[config.mk]
export PLATFORM = sky130hd
export DESIGN_NAME = neo_pass_ctrl
export DESIGN_NICKNAME = d
export VERILOG_FILES = /design/src/rtl/neo_pass_ctrl.sv
export SDC_FILE = /design/constraint.sdc
export NUM_CORES = 1
export LEC_CHECK = 0
export BUFFER_PORTS_ARGS = -buffer_cell sky130_fd_sc_hd__buf_2
export CAP_MARGIN = 40
export CORE_MARGIN = 8
export CORE_UTILIZATION = 30
export DETAILED_ROUTE_END_ITERATION = 12
export PLACE_DENSITY = 0.47
export SLEW_MARGIN = 20
export SYNTH_ARGS = -nofsm -noshare
export SYNTH_HDL_FRONTEND = slang
export SYNTH_SLANG_ARGS = --single-unit
[constraint.sdc]
create_clock -name Clk -period 13.1 [get_ports Clk]
set_input_delay 0.655 -clock Clk [delete_from_list [all_inputs] [get_ports Clk]]
set_output_delay 0.655 -clock Clk [all_outputs]
set_load 0.005 [all_outputs]
[src/rtl/neo_pass_ctrl.sv]
// NEO pass sequencer: streams x[0..M-1] from memory, writes
// psi[n] = x[n]^2 - x[n-1]*x[n+1] to M..2M-1, counts threshold crossings.
module neo_pass_ctrl #(
  parameter  int N  = 16,
  parameter  int M  = 16,
  localparam int AW = $clog2(M) + 1
) (
  input  logic                Clk,
  input  logic                reset,
  input  logic                start,
  input  logic signed [N-1:0] threshold,
  input  logic signed [N-1:0] rdata,
  output logic [AW-1:0]       raddr,
  output logic [AW-1:0]       waddr,
  output logic signed [N-1:0] wdata,
  output logic                we,
  output logic                busy,
  output logic                done,
  output logic [AW-1:0]       spike_count
);

  localparam int CW = $clog2(M + 5);

  localparam logic signed [2*N:0] PMAX =
    {{(N+2){1'b0}}, {(N-1){1'b1}}};
  localparam logic signed [2*N:0] PMIN =
    {{(N+2){1'b1}}, {(N-1){1'b0}}};

  typedef enum logic [2:0] {
    S_IDLE,
    S_READ,
    S_DRAIN,
    S_TAIL,
    S_DONE
  } state_t;

  state_t              state_q, state_d;
  logic [CW-1:0]       cyc_q, cyc_d;
  logic [AW-1:0]       raddr_q, raddr_d;
  logic [AW-1:0]       waddr_q, waddr_d;
  logic [AW-1:0]       cnt_q, cnt_d;
  logic signed [N-1:0] wdata_q, wdata_d;
  logic signed [N-1:0] thr_q, thr_d;
  logic signed [N-1:0] xp_q, xp_d;
  logic signed [N-1:0] xc_q, xc_d;
  logic                we_q, we_d;

  logic signed [2*N-1:0] sq, xx;
  logic signed [2*N:0]   diff, shr;
  logic signed [N-1:0]   psi;
  logic                  run;
  logic                  psi_en;

  // rdata is the x_next slot of the window, used before it is shifted in
  always_comb begin
    sq   = (2*N)'(xc_q) * (2*N)'(xc_q);
    xx   = (2*N)'(xp_q) * (2*N)'(rdata);
    diff = {sq[2*N-1], sq} - {xx[2*N-1], xx};
    shr  = diff >>> (N-1);
    if (shr > PMAX) begin
      psi = {1'b0, {(N-1){1'b1}}};
    end else if (shr < PMIN) begin
      psi = {1'b1, {(N-1){1'b0}}};
    end else begin
      psi = shr[N-1:0];
    end
  end

  always_comb begin
    state_d = state_q;
    cyc_d   = cyc_q;
    raddr_d = raddr_q;
    waddr_d = waddr_q;
    wdata_d = wdata_q;
    we_d    = 1'b0;
    cnt_d   = cnt_q;
    thr_d   = thr_q;
    xp_d    = xp_q;
    xc_d    = xc_q;

    run    = (state_q != S_IDLE);
    psi_en = run && (cyc_q >= CW'(4))
                 && (cyc_q <= CW'(M + 1));

    if (run) begin
      cyc_d = cyc_q + 1'b1;
    end

    if (run && (cyc_q >= CW'(2))
            && (cyc_q <= CW'(M + 1))) begin
      xp_d = xc_q;
      xc_d = rdata;
    end

    unique case (state_q)
      S_IDLE: begin
        if (start) begin
          state_d = S_READ;
          cyc_d   = CW'(1);
          raddr_d = '0;
          cnt_d   = '0;
          thr_d   = threshold;
          xp_d    = '0;
          xc_d    = '0;
        end
      end
      S_READ: begin
        raddr_d = AW'(cyc_q);
        if (cyc_q == CW'(M - 1)) begin
          state_d = S_DRAIN;
        end
      end
      S_DRAIN: begin
        if (cyc_q == CW'(M + 2)) begin
          state_d = S_TAIL;
        end
      end
      S_TAIL:  state_d = S_DONE;
      S_DONE:  state_d = S_IDLE;
      default: state_d = S_IDLE;
    endcase

    if (state_q == S_READ && cyc_q == CW'(1)) begin
      we_d    = 1'b1;
      waddr_d = AW'(M);
      wdata_d = '0;
    end

    if (psi_en) begin
      we_d    = 1'b1;
      waddr_d = AW'(M - 3) + AW'(cyc_q);
      wdata_d = psi;
      if (psi > thr_q) begin
        cnt_d = cnt_q + 1'b1;
      end
    end

    if (state_q == S_DRAIN && cyc_q == CW'(M + 2)) begin
      we_d    = 1'b1;
      waddr_d = AW'(2 * M - 1);
      wdata_d = '0;
    end
  end

  always_ff @(posedge Clk or negedge reset) begin
    if (!reset) begin
      state_q <= S_IDLE;
      cyc_q   <= '0;
      raddr_q <= '0;
      waddr_q <= '0;
      wdata_q <= '0;
      we_q    <= 1'b0;
      cnt_q   <= '0;
      thr_q   <= '0;
      xp_q    <= '0;
      xc_q    <= '0;
    end else begin
      state_q <= state_d;
      cyc_q   <= cyc_d;
      raddr_q <= raddr_d;
      waddr_q <= waddr_d;
      wdata_q <= wdata_d;
      we_q    <= we_d;
      cnt_q   <= cnt_d;
      thr_q   <= thr_d;
      xp_q    <= xp_d;
      xc_q    <= xc_d;
    end
  end

  assign raddr       = raddr_q;
  assign waddr       = waddr_q;
  assign wdata       = wdata_q;
  assign we          = we_q;
  assign spike_count = cnt_q;
  assign busy        = (state_q != S_IDLE);
  assign done        = (state_q == S_DONE);

endmodule

Word level (Yosys, flattened, before mapping):

Cells that the tools add are included.

* register bits: 88
* output and inout port bits: 34
* input port bits: 35
* word-level logic and storage cells: 75

* multiplexer cells: 30
* multipliers: 2
* reductions and logical operators: 13
* $lt $le $gt $ge: 6
* add/sub/neg operators: 4
* equality and inequality tests: 10

Operators with widths (count)
* $mux 16: 11
* $mul 16x16->32: 2
* $mux 5: 11
* $sub 32x32->33: 1
* $gt 18x16->1 const B: 1
* $lt 18x16->1 const B: 1
* $gt 16x16->1: 1
* $pmux 3 s4: 1
* $add 5x1->5 const B: 2
* $pmux 5 s2: 1
* $mux 3: 3
* $eq 3x2->1 const B: 2
* $logic_and 1x1->1: 6
* $ne 2x2->1 const B: 3
* $reduce_bool 3->1: 2
* $add 4x5->5 const A: 1
* $eq 5x1->1 const B: 1
* $eq 5x4->1 const B: 1
* $eq 5x5->1 const B: 1
* $ge 5x2->1 const B: 1
* $ge 5x3->1 const B: 1
* $le 5x5->1 const B: 1
* $reduce_and 2->1: 2
* $eq 3x1->1 const B: 1
* 5 further kinds: 7

Logic depth before layout (Yosys ltp):

* word-level depth: 8
* mapped depth: 40
* mapped depth without buffers: 37

Worst setup path after synthesis:

Ideal clock, no wire load.

* path kind: input to register
* start: input port rdata[0]
* end: register cnt_q[3], in the netlist spike_count[3]
* required time: 13.021 ns
* setup slack: 3.750 ns
* arrival: 9.271 ns
* path buffers: 2
* library setup time: 0.079 ns
* stages on the path: 37
* cell sequence: buf_4 nand2_1 inv_1 fa_1 inv_1 fa_1 inv_1 fa_1 inv_1 fa_1 fa_1 fa_1 fa_1 inv_1 fa_1 inv_1 ha_1 and3_1 and4_1 o21ai_1 a21o_1 a211oi_2 nor2_2 o311ai_4 or2_1 buf_2 o21ai_0 ha_1 nor2b_1 o21a_1 o21a_1 o21a_1 o21a_1 o21bai_1 a21oi_1 nand4_1 mux2i_1

* longest elaborated chain between the ends: 8
* elaborated cells on any way between the ends: 9
* classes of those cells: add/sub: 1; mul: 1; order compare: 3; mux: 4

RTL lines
* from (decl): RTL line 12 `input logic signed [N-1:0] rdata,`
* $mul 16x16->32 (*): RTL line 57 `xx = (2*N)'(xp_q) * (2*N)'(rdata);`
* $sub 32x32->33 (*): RTL line 58 `diff = {sq[2*N-1], sq} - {xx[2*N-1], xx};`
* $lt 18x16->1: RTL line 62 `end else if (shr < PMIN) begin`
* $mux 16: RTL line 62
* $mux 16 (*): RTL line 60 `if (shr > PMAX) begin`
* $gt 16x16->1 (*): RTL line 133 `if (psi > thr_q) begin`
* $mux 5 (*): RTL line 133
* $mux 5 (*): RTL line 129 `if (psi_en) begin`
* named net cnt_d[3]: RTL line 41 `logic [AW-1:0] cnt_q, cnt_d;`
* to (signal assigned): RTL line 164 `cnt_q <= cnt_d;`
* to (decl): RTL line 41

The timed path passes the listed nets; every way through them passes the cells marked *.
A chain may end at the register's enable or synchronous reset.

Worst setup path after layout:

* start: register xc_q[15]
* end: register cnt_q[3], in the netlist spike_count[3]

* longest elaborated chain between the ends: 8
* elaborated cells on any way between the ends: 9
* classes of those cells: add/sub: 1; mul: 1; order compare: 3; mux: 4

RTL lines
* from (decl): RTL line 45 `logic signed [N-1:0] xc_q, xc_d;`
* from (signal assigned): RTL line 156 `xc_q <= '0;`
* from (signal assigned): RTL line 167 `xc_q <= xc_d;`
* $mul 16x16->32 (*): RTL line 56 `sq = (2*N)'(xc_q) * (2*N)'(xc_q);`
* $sub 32x32->33 (*): RTL line 58
* $lt 18x16->1: RTL line 62
* $mux 16: RTL line 62
* $mux 16 (*): RTL line 60
* $gt 16x16->1 (*): RTL line 133
* $mux 5 (*): RTL line 133
* $mux 5 (*): RTL line 129
* named net cnt_d[3]: RTL line 41

Marks and branches as above.

==> run metrics <==
number of gates resized after cts=0; register bit count reported by yosys=88; num ports=69; Slowest Stage Delay on Critical Path=780 ps; Max Cap Viol=0; CP endpoint kind=flop; Max-Slew Margin vs Limit=0.442; Mapped Nets=3,269; Netlist cell types=73; Hold-fix buffers, CTS=0; CP bufs+invs=8; Initial DRT Pass Iterations=4; setup_tns=0 ps; Fin. Hold Viols=0; clk_lat worst skew=380 ps; Total Die Area=0.0875 sq mm; share of cells above drive strength 1=0.0535; Num CTS Buffers=9; HP Class=in -> async; Final Critical Period=10,780 ps; maximum number of pins on one net before global-route repair=50; pre-CTS setup slack=2290 ps; Cell Area, Synth=0.0235 sq mm; outcome=completed; PnR worst setup slack=2320 ps; Final Setup Violations=0; Starting Density=0.303; nets@finish=3,280; clock slew at reported path FFs=90 ps; crit-path leading delay family=adder cells; Die Height=296 um; Worst Setup Path Type=reg -> reg; Non-Filler Instances=3,546; fmax=0.0928 GHz; post-synthesis sequential area ratio=0.0937; initial antenna violation count=3; core outline area=0.0775 sq mm; die outline width=296 um; crit path DAT=11,070 ps; number of global-route vias before repair=18,700; antenna viol nets, final=0; Total Routing Usage GR=0.156; global-route wire length before repair=106,000 um; vias per cell=4.54; clk root buf=clkbuf_16; routability cong.=0.848; most frequent cells in the layout=inv_1 (712), fa_1 (558), nand2_1 (311), ha_1 (187), and2_1 (162); DRC=0; total overflow reported by the global router=0; data required time of the worst path=13,390 ps; fill count=8,154; Post-synth ARST share=1.00; drt first-iter violations=731; period utilisation layout=0.823; Final HPWL DP=53,000 um; via count=16,100; row count=102; final WL=64,300 um; Crit path top cell by count=fa_1; measured slew at the worst slew-check pin=830 ps; CTS tree=done; I/O Buffers=68; placed cells=3,529; Max Clock Skew=22.5 ps; Area Growth Syn to Fin=7.73%; worst-path maximum fanout=16; Worst path slowest cell=dfrtp_1; Setup Fix Bufs, Post-CTS=0; WHS=289 ps; H-tree depth=3; drt wl/cell=18.1 um; fin. max-slew vios=0; Synth Flop Type=dfrtp_1; Post-synth EDFFs=0; Critical Path Source Type=flop; RSZ-0062 raised after global routing=false; commonest non-fill, non-tap cell in the layout=inv_1; CTS max path bufs=2; total clock sinks=88; syn avg cell area=9.44 sq um; Gate Count Post-Synth=2,489; synth warn=0
worst register-to-register path, delay by kind of cell, from the launching register on:
kind                       cells  cell delay [ps]
AOI/OAI and AO/OA              8             2200
adders and majority gates     10             4590
buffers and inverters          8             1490
DFF                            1              780
and+or+nand+nor                7             1460
muxes                          1              180
per-layer routing:
metal / up-vias / track usage / share of wire / wire length (um)
li1: 7276 / - / - / -
met1: 8408 / 0.206 / 0.44 / 28100
met2: 343 / 0.266 / 0.49 / 31500
met3: 84 / 0.0258 / 0.048 / 3090
met4: 0 / 0.0386 / 0.026 / 1680
met5: - / 0 / 0 / 0
final timing paths:
| path | slack, ps | cells after the start | startpoint | end |
|---|---|---|---|---|
| max | 2320 | 34 | xc_q[15] | spike_count[3] |
| min | 290 | 1 | reset | state_q[1] |
| max reg2reg | 2320 | 34 | xc_q[15] | spike_count[3] |
| min reg2reg | 490 | 1 | wdata[13] | wdata[13] |
| max in group asynchronous | 11720 | 2 | reset | wdata[3] |
| min in group Clk | 480 | 3 | threshold[12] | thr_q[12] |
synth_stat cells, types with 3 or more instances:
library cell	count	area, sq um
fa_1	558	11200
dfrtp_1	88	2200
o21ai_0	41	205
xnor2_1	27	236
nand3_1	12	60.1
or2_2	5	31.3
nand4_1	8	50.1
buf_2	5	25.0
nor2_1	41	154
a21oi_1	63	315
mux2i_1	6	60.1
a21o_1	13	97.6
a211oi_1	11	82.6
o211ai_1	3	22.5
a211o_1	13	114
nor3_1	11	55.1
nand2b_1	6	37.5
a221o_1	10	100
a31oi_1	4	25.0
and2_1	163	1020
o21ai_1	8	40.0
nand2_1	311	1170
xor2_1	12	105
nor2b_1	20	125
o21a_1	6	45.0
clkbuf_1	81	304
o2bb2ai_1	6	52.6
and3_1	3	18.8
inv_1	712	2670
ha_1	187	2340
flip-flops by register name (all words and copies together), names as in the netlist:
| signal | flops |
|---|---|
| thr_q | 16 |
| cyc_q | 5 |
| waddr | 5 |
| we | 1 |
| raddr | 5 |
| state_q | 3 |
| wdata | 16 |
| xc_q | 16 |
| xp_q | 16 |
| spike_count | 5 |
layout make-up:
type                       count  area [sq um]  area share
tap                         1040          1300      0.0514
clock inverter                 7          88.8     0.00351
multi-input combinational   1596         18300       0.721
antenna                        1          2.50   0.0000989
clock buffer                   9           225     0.00890
inverter                     714          2680       0.106
sequential                    88          2200      0.0870
timing repair buffer          91           553      0.0218
metrics by stage:
stage	area, sq um	utilization
detailed placement	25000	0.323
global route	25300	0.327
finish	25300	0.327
CTS	25300	0.327
global placement	24900	0.322
floorplan	23500	-
logic make-up (layout without fill, tap and decap cells):
family / count (synthesis) / in the layout / share of synthesized area
AOI/OAI and AO/OA: 202 / 202 / 0.0576
and+or+nand+nor: 598 / 598 / 0.122
other: 0 / 1 / 0
DFF: 88 / 88 / 0.0937
adders and majority gates: 745 / 745 / 0.575
xor gates and xnor gates: 43 / 43 / 0.0179
buffers and inverters: 805 / 821 / 0.130
muxes: 8 / 8 / 0.00399
Power is not shown: default switching activity piles up to over one toggle a cycle in this logic, so the estimate is an artifact.
